==> src/rtl/mem_access_unit.sv <==
// Load/store sequencer between the core data port and a word-wide RAM.
// Handles byte/half/word accesses, splitting word-crossing ones into two beats.
module mem_access_unit #(
  parameter bit MISALIGN_EN = 1'b1
) (
  input  logic        clk,
  input  logic        rst,
  input  logic        req_valid,
  output logic        req_ready,
  input  logic        req_we,
  input  logic [1:0]  req_size,
  input  logic        req_unsigned,
  input  logic [31:0] req_addr,
  input  logic [31:0] req_wdata,
  output logic        done,
  output logic        err,
  output logic [31:0] rdata,
  output logic        mem_r,
  output logic [3:0]  mem_w,
  output logic [31:0] mem_in,
  output logic [31:0] mem_addr,
  input  logic [31:0] mem_out
);

  typedef enum logic [1:0] {IDLE = 2'd0, ACC0 = 2'd1, ACC1 = 2'd2, RESP = 2'd3} state_t;

  state_t      state_r, state_s;
  logic        we_r, uns_r, ready_r, done_r, err_r, mem_r_r;
  logic [1:0]  size_r;
  logic [31:0] addr_r, wdata_r, lo_r, rdata_r, mem_in_r, mem_addr_r;
  logic [3:0]  mem_w_r;

  logic        sel_we_s, cross_s, lat_s, done_s, err_s, mem_r_s;
  logic [1:0]  sel_size_s, o_s;
  logic [31:0] sel_addr_s, sel_wdata_s, base_s, lo_s, rdata_s, mem_in_s, mem_addr_s;
  logic [3:0]  m_s, mem_w_s;
  logic [2:0]  n_s;
  logic [4:0]  sh_lo_s, sh_hi_s;

  function automatic logic [2:0] size_bytes(input logic [1:0] size);
    logic [2:0] r;
    case (size)
      2'd0:    r = 3'd1;
      2'd1:    r = 3'd2;
      default: r = 3'd4;
    endcase
    return r;
  endfunction

  function automatic logic [3:0] size_mask(input logic [1:0] size);
    logic [3:0] r;
    case (size)
      2'd0:    r = 4'b0001;
      2'd1:    r = 4'b0011;
      default: r = 4'b1111;
    endcase
    return r;
  endfunction

  function automatic logic [31:0] extend_load(input logic [31:0] d, input logic [1:0] size,
                                              input logic uns);
    logic [31:0] r;
    case (size)
      2'd0:    r = uns ? {24'd0, d[7:0]}  : {{24{d[7]}}, d[7:0]};
      2'd1:    r = uns ? {16'd0, d[15:0]} : {{16{d[15]}}, d[15:0]};
      default: r = d;
    endcase
    return r;
  endfunction

  // Beat geometry comes from the live request while idle, else from the latched one.
  always_comb begin
    if (state_r == IDLE) begin
      sel_we_s    = req_we;
      sel_size_s  = req_size;
      sel_addr_s  = req_addr;
      sel_wdata_s = req_wdata;
    end else begin
      sel_we_s    = we_r;
      sel_size_s  = size_r;
      sel_addr_s  = addr_r;
      sel_wdata_s = wdata_r;
    end
    n_s     = size_bytes(sel_size_s);
    m_s     = size_mask(sel_size_s);
    o_s     = sel_addr_s[1:0];
    cross_s = ({1'b0, o_s} + n_s) > 3'd4;
    base_s  = {sel_addr_s[31:2], 2'b00};
    sh_lo_s = {o_s, 3'b000};
    sh_hi_s = {2'd0 - o_s, 3'b000};
  end

  // Next state plus the values every registered output takes in that state.
  always_comb begin
    state_s    = state_r;
    lat_s      = 1'b0;
    done_s     = 1'b0;
    err_s      = 1'b0;
    mem_r_s    = 1'b0;
    mem_w_s    = 4'b0000;
    mem_in_s   = mem_in_r;
    mem_addr_s = mem_addr_r;
    rdata_s    = rdata_r;
    lo_s       = lo_r;
    case (state_r)
      IDLE: begin
        if (req_valid) begin
          lat_s = 1'b1;
          if (cross_s && !MISALIGN_EN) begin
            state_s = RESP;
            done_s  = 1'b1;
            err_s   = 1'b1;
            rdata_s = 32'd0;
          end else begin
            state_s    = ACC0;
            mem_addr_s = base_s;
            if (sel_we_s) begin
              mem_w_s  = m_s << o_s;
              mem_in_s = sel_wdata_s << sh_lo_s;
            end else begin
              mem_r_s = 1'b1;
            end
          end
        end else begin
          state_s = IDLE;
        end
      end
      ACC0: begin
        if (!we_r) begin
          lo_s = mem_out >> sh_lo_s;
        end else begin
          lo_s = lo_r;
        end
        if (cross_s) begin
          state_s    = ACC1;
          mem_addr_s = base_s + 32'd4;
          if (we_r) begin
            mem_w_s  = m_s >> (3'd4 - {1'b0, o_s});
            mem_in_s = wdata_r >> sh_hi_s;
          end else begin
            mem_r_s = 1'b1;
          end
        end else begin
          state_s = RESP;
          done_s  = 1'b1;
          if (!we_r) begin
            rdata_s = extend_load(mem_out >> sh_lo_s, size_r, uns_r);
          end else begin
            rdata_s = rdata_r;
          end
        end
      end
      ACC1: begin
        state_s = RESP;
        done_s  = 1'b1;
        // Upper beat supplies the bytes that spilled past the first word.
        if (!we_r) begin
          rdata_s = extend_load(lo_r | (mem_out << sh_hi_s), size_r, uns_r);
        end else begin
          rdata_s = rdata_r;
        end
      end
      RESP:    state_s = IDLE;
      default: state_s = IDLE;
    endcase
  end

  // State, latched request and all registered outputs.
  always_ff @(posedge clk or posedge rst) begin
    if (rst) begin
      state_r    <= IDLE;
      ready_r    <= 1'b1;
      done_r     <= 1'b0;
      err_r      <= 1'b0;
      rdata_r    <= 32'd0;
      mem_r_r    <= 1'b0;
      mem_w_r    <= 4'b0000;
      mem_in_r   <= 32'd0;
      mem_addr_r <= 32'd0;
      lo_r       <= 32'd0;
      we_r       <= 1'b0;
      uns_r      <= 1'b0;
      size_r     <= 2'd0;
      addr_r     <= 32'd0;
      wdata_r    <= 32'd0;
    end else begin
      state_r    <= state_s;
      ready_r    <= (state_s == IDLE);
      done_r     <= done_s;
      err_r      <= err_s;
      rdata_r    <= rdata_s;
      mem_r_r    <= mem_r_s;
      mem_w_r    <= mem_w_s;
      mem_in_r   <= mem_in_s;
      mem_addr_r <= mem_addr_s;
      lo_r       <= lo_s;
      if (lat_s) begin
        we_r    <= req_we;
        uns_r   <= req_unsigned;
        size_r  <= req_size;
        addr_r  <= req_addr;
        wdata_r <= req_wdata;
      end
    end
  end

  assign req_ready = ready_r;
  assign done      = done_r;
  assign err       = err_r;
  assign rdata     = rdata_r;
  assign mem_r     = mem_r_r;
  assign mem_w     = mem_w_r;
  assign mem_in    = mem_in_r;
  assign mem_addr  = mem_addr_r;

endmodule

==> config.mk <==
export PLATFORM = sky130hd
export DESIGN_NAME = mem_access_unit
export DESIGN_NICKNAME = d
export VERILOG_FILES = /design/src/rtl/mem_access_unit.sv
export SDC_FILE = /design/constraint.sdc
export NUM_CORES = 1
export LEC_CHECK = 0
export CAP_MARGIN = 20
export CORE_MARGIN = 1.5
export CORE_UTILIZATION = 30
export DETAILED_ROUTE_END_ITERATION = 16
export GPL_TIMING_DRIVEN = 0
export SLEW_MARGIN = 25
export SYNTH_ARGS = -nofsm -noshare
export SYNTH_HDL_FRONTEND = slang
export SYNTH_SLANG_ARGS = --single-unit
==> constraint.sdc <==
create_clock -name clk -period 7.21 [get_ports clk]
set_input_delay 1.0815 -clock clk [delete_from_list [all_inputs] [get_ports clk]]
set_output_delay 1.0815 -clock clk [all_outputs]
set_load 0.03 [all_outputs]
==> results.py <==
metrics = {
    "clock_network": {
        "cts_tree": "yes",
        "cts-buffers-inserted": 26,
        "clockRootBuffer": "sky130_fd_sc_hd__clkbuf_16",
        "cts_post_setup_buffers_inserted": 0,
        "tritoncts_num_sinks": 203,
        "htree_levels": 1,
        "worst_skew_pair.late_latency_ps": 540,
        "cts.path.max_buffers": 3,
        "cts.reportedPaths.clkPinSlew_ps": 60,
        "cts_resized": 0,
        "hold_buffers": 0,
    },
    "flow_run": {
        "cap_viol_max_count": 0,
    },
    "route": {
        "drt_pre_antenna_iters": 5,
        "number_of_vias_per_cell": 5.37,
        "ant_nets": 0,
        "detailroute.via_count": 11288,
        "finalWirelength_microns": 45800,
        "routed_wire_length_per_instance_microns": 21.8,
        "drc": 0,
        "drt-initial-drc-count": 756,
    },
    "synth": {
        "synthesis.instances": 1321,
        "post_synth_num_cell_types": 72,
        "postSynthRegisterBits": 203,
        "synth_enable_flop_cells": 0,
        "synth.area.top_cells": "sky130_fd_sc_hd__dfrtp_1 (42%), sky130_fd_sc_hd__mux2i_1 (8.1%), sky130_fd_sc_hd__mux2_2 (7.6%)",
        "ys.warnings.count": 0,
        "synth.largest_area_cell": "sky130_fd_sc_hd__dfrtp_1",
        "ys_seq_area_frac": 0.422,
        "async_flop_share": 1.00,
        "mappedNetlistArea_sq_um": 12000,
        "ys_dominant_reg_cell": "sky130_fd_sc_hd__dfrtp_1",
        "syn-mean-instance-area_sq_um": 9.11,
        "netlist.area_leader.share": 0.420,
    },
    "floorplan": {
        "die_area_sq_um": 41300,
        "floorplan.die.width_microns": 203,
        "floorplan.initialDensity": 0.304,
        "row_count": 73,
        "die-height_microns": 203,
        "io-pin-count": 207,
        "floorplan.core_area_sq_um": 39600,
    },
    "global_route": {
        "grt_start_max_net_pins": 84,
        "antenna_found_initial": 2,
        "groute.usage.overall": 0.219,
        "grt_remaining_overflow": 0,
        "grt_first_pass_wirelength_microns": 69600,
        "grt_pass1_vias": 11536,
    },
    "final_layout": {
        "postLayoutCellArea_sq_um": 15700,
        "final_cell_mix": "sky130_fd_sc_hd__nand2_1 (217), sky130_fd_sc_hd__dfrtp_1 (202), sky130_fd_sc_hd__clkdlybuf4s50_1 (202)",
        "fraction_of_final_layout_cells_sized_beyond_drive_strength_1": 0.122,
        "multi_input_combinational_cell_area_sq_um": 6470,
        "filler_cell_count": 4004,
        "layout_commonest_cell": "sky130_fd_sc_hd__nand2_1",
        "finish.net_count": 1666,
        "area.sequential_sq_um": 5080,
        "synthToLayoutAreaGrowth_pct": 30.5,
    },
    "worst_setup_path": {
        "worst_path_max_delay_cell": "sky130_fd_sc_hd__o32ai_2",
        "crit_path_start_kind": "input pin",
        "endpoint_kind": "flip-flop",
        "critical_path.max_fanout": 10,
        "critical_path.max_stage_delay_ps": 570,
        "worstPathRequired_ps": 7660,
        "crit_family": "buffers and inverters",
        "worstPathBufferInverterCount": 7,
        "critical_path.most_common_cell": "sky130_fd_sc_hd__clkbuf_1",
        "critPathKind": "in -> reg",
        "ordered_list_of_cells_on_the_worst_path": "buf_2 > mux2i_2 > inv_2 > clkbuf_1 > clkbuf_1 > ha_1 > inv_1 > fa_1 > nand2b_1 > and4b_1 > o32ai_2 > clkbuf_1 > buf_1 > nand2_1 > o21ai_0",
        "crit_arrival_ps": 5820,
    },
    "placement": {
        "postPlaceCellArea_sq_um": 14800,
        "io_buffers": 202,
        "post-place-ws_ps": 1400,
        "dp.final_hpwl_microns": 34500,
        "routabilityCongestion": 0.903,
    },
    "pwr": {
        "leakage_power_summed_over_all_cells_uw": 0.00645,
        "power_density_nw_per_um2": 577,
        "worst_ir_drop_vdd_mv": 0.238,
    },
    "sta": {
        "final.hold.worst_slack_ps": 475,
        "timing.final.setup_violations": 0,
        "slew_viol_final": 0,
        "period_needed_ps": 5360,
        "unrepaired_setup_endpoints_after_global_routing": "no",
        "hold_viol_final": 0,
        "fin_skew_ps": 22.5,
        "max_freq_mhz": 187,
        "timing.max_slew.rel_slack": 0.351,
        "timing_worst_slew_pin_value_ps": 974,
        "period_share": 0.744,
        "setup_slack_ps": 1850,
    },
    "hold_path": {
        "min-delay-path-class": "reg -> reg",
    },
    "outcome": {
        "outcome": "finished clean",
    },
}
Yosys cell counts (all sizes together), types with 2 or more instances:
library cell and n:
nor4 6, o31ai 5, a32oi 4, xnor2 14, a31oi 22, mux2i 100, ha 7, nand2b 4
a31o 8, a211oi 52, or3 4, or2 9, nand3 24, nor2 85, nand4b 2, a21o 2
nand3b 12, clkbuf 51, nand4 15, inv 16, and2 2, o21ai 131, a21oi 70, buf 48
o32ai 9, xor2 17, and4b 2, nor2b 21, o22ai 9, a2bb2oi 7, nor3b 2, a22oi 22
mux2 81, dfrtp 202, and4 2, and3 10, nand2 217, nor3 9
worst register-to-register path, stage by stage, from the launching register on:
cell                       delay (ps)
sky130_fd_sc_hd__dfrtp_1          350
sky130_fd_sc_hd__inv_1             70
sky130_fd_sc_hd__ha_1             210
sky130_fd_sc_hd__buf_6            150
sky130_fd_sc_hd__mux2i_2          250
sky130_fd_sc_hd__inv_2            270
sky130_fd_sc_hd__clkbuf_1         520
sky130_fd_sc_hd__clkbuf_1         550
sky130_fd_sc_hd__ha_1             250
sky130_fd_sc_hd__inv_1             50
sky130_fd_sc_hd__fa_1             480
sky130_fd_sc_hd__nand2b_1         110
sky130_fd_sc_hd__and4b_1          270
sky130_fd_sc_hd__o32ai_2          570
sky130_fd_sc_hd__clkbuf_1         490
sky130_fd_sc_hd__buf_1            470
sky130_fd_sc_hd__nand2_1          120
sky130_fd_sc_hd__o21ai_0          100
cells by family after synthesis:
group | Yosys count | synth area share
buf+inv | 116 | 0.0413
flops | 203 | 0.422
mux | 181 | 0.160
fa+ha+maj | 8 | 0.00894
compound gates | 352 | 0.181
other cells | 1 | 0.000311
simple gates | 429 | 0.164
xor+xnor | 31 | 0.0226
report_power, final:
part	internal [uW]	leakage (uW)	switching [uW]
clock network	846	0.000453	529
registers	1700	0.00249	457
logic	2060	0.00351	3460
registers in the layout, summed over array words and instances (netlist names):
name / cells
mem_w: 4
state_r: 2
req_ready: 1
wdata_r: 32
uns_r: 1
addr_r: 32
we_r: 1
lo_r: 32
done: 1
mem_r: 1
mem_addr: 30
rdata: 32
mem_in: 32
size_r: 2
through the flow:
stage | TNS [ps] | utilization | cells | power, uW
6_report | 0 | 0.396 | 2102 | 9060
5_1_grt | 0 | 0.396 | 2100 | 9650
4_1_cts | 0 | 0.396 | 2100 | 9050
3_5_place_dp | 0 | 0.373 | 2052 | 7630
3_3_place_gp | -530560 | 0.371 | 2050 | 7550
2_1_floorplan | 0 | - | 1323 | 5670
metal layers:
| layer | share of wire | track usage | wire, microns |
|---|---|---|---|
| met1 | 0.42 | 0.287 | 19400 |
| met2 | 0.46 | 0.350 | 21000 |
| met3 | 0.080 | 0.0535 | 3680 |
| met4 | 0.037 | 0.0831 | 1680 |
| met5 | 0.00028 | 0 | 13 |
area by class of cell:
| class | instances | area share |
|---|---|---|
| sequential | 203 | 0.323 |
| timing repair buffer | 204 | 0.132 |
| clock buffer | 38 | 0.0514 |
| antenna | 2 | 0.000319 |
| inverter | 17 | 0.00454 |
| multi-input combinational | 1004 | 0.412 |
| clock inverter | 10 | 0.00717 |
| buffer | 99 | 0.0276 |
| tap | 525 | 0.0418 |
path summary, 6_finish.rpt:
check / from / endpoint / slack [ps] / cells past startpoint
min: lo_r[0] / lo_r[0] / 480 / 2
min in group asynchronous: rst / mem_addr[8] / 930 / 2
min reg2reg: lo_r[0] / lo_r[0] / 480 / 2
max: req_addr[0] / mem_addr[27] / 1850 / 15
max reg2reg: state_r[0] / mem_addr[27] / 1850 / 17
max in group asynchronous: rst / mem_in[1] / 5090 / 4
Note: power is estimated with default switching activity, not from simulation.
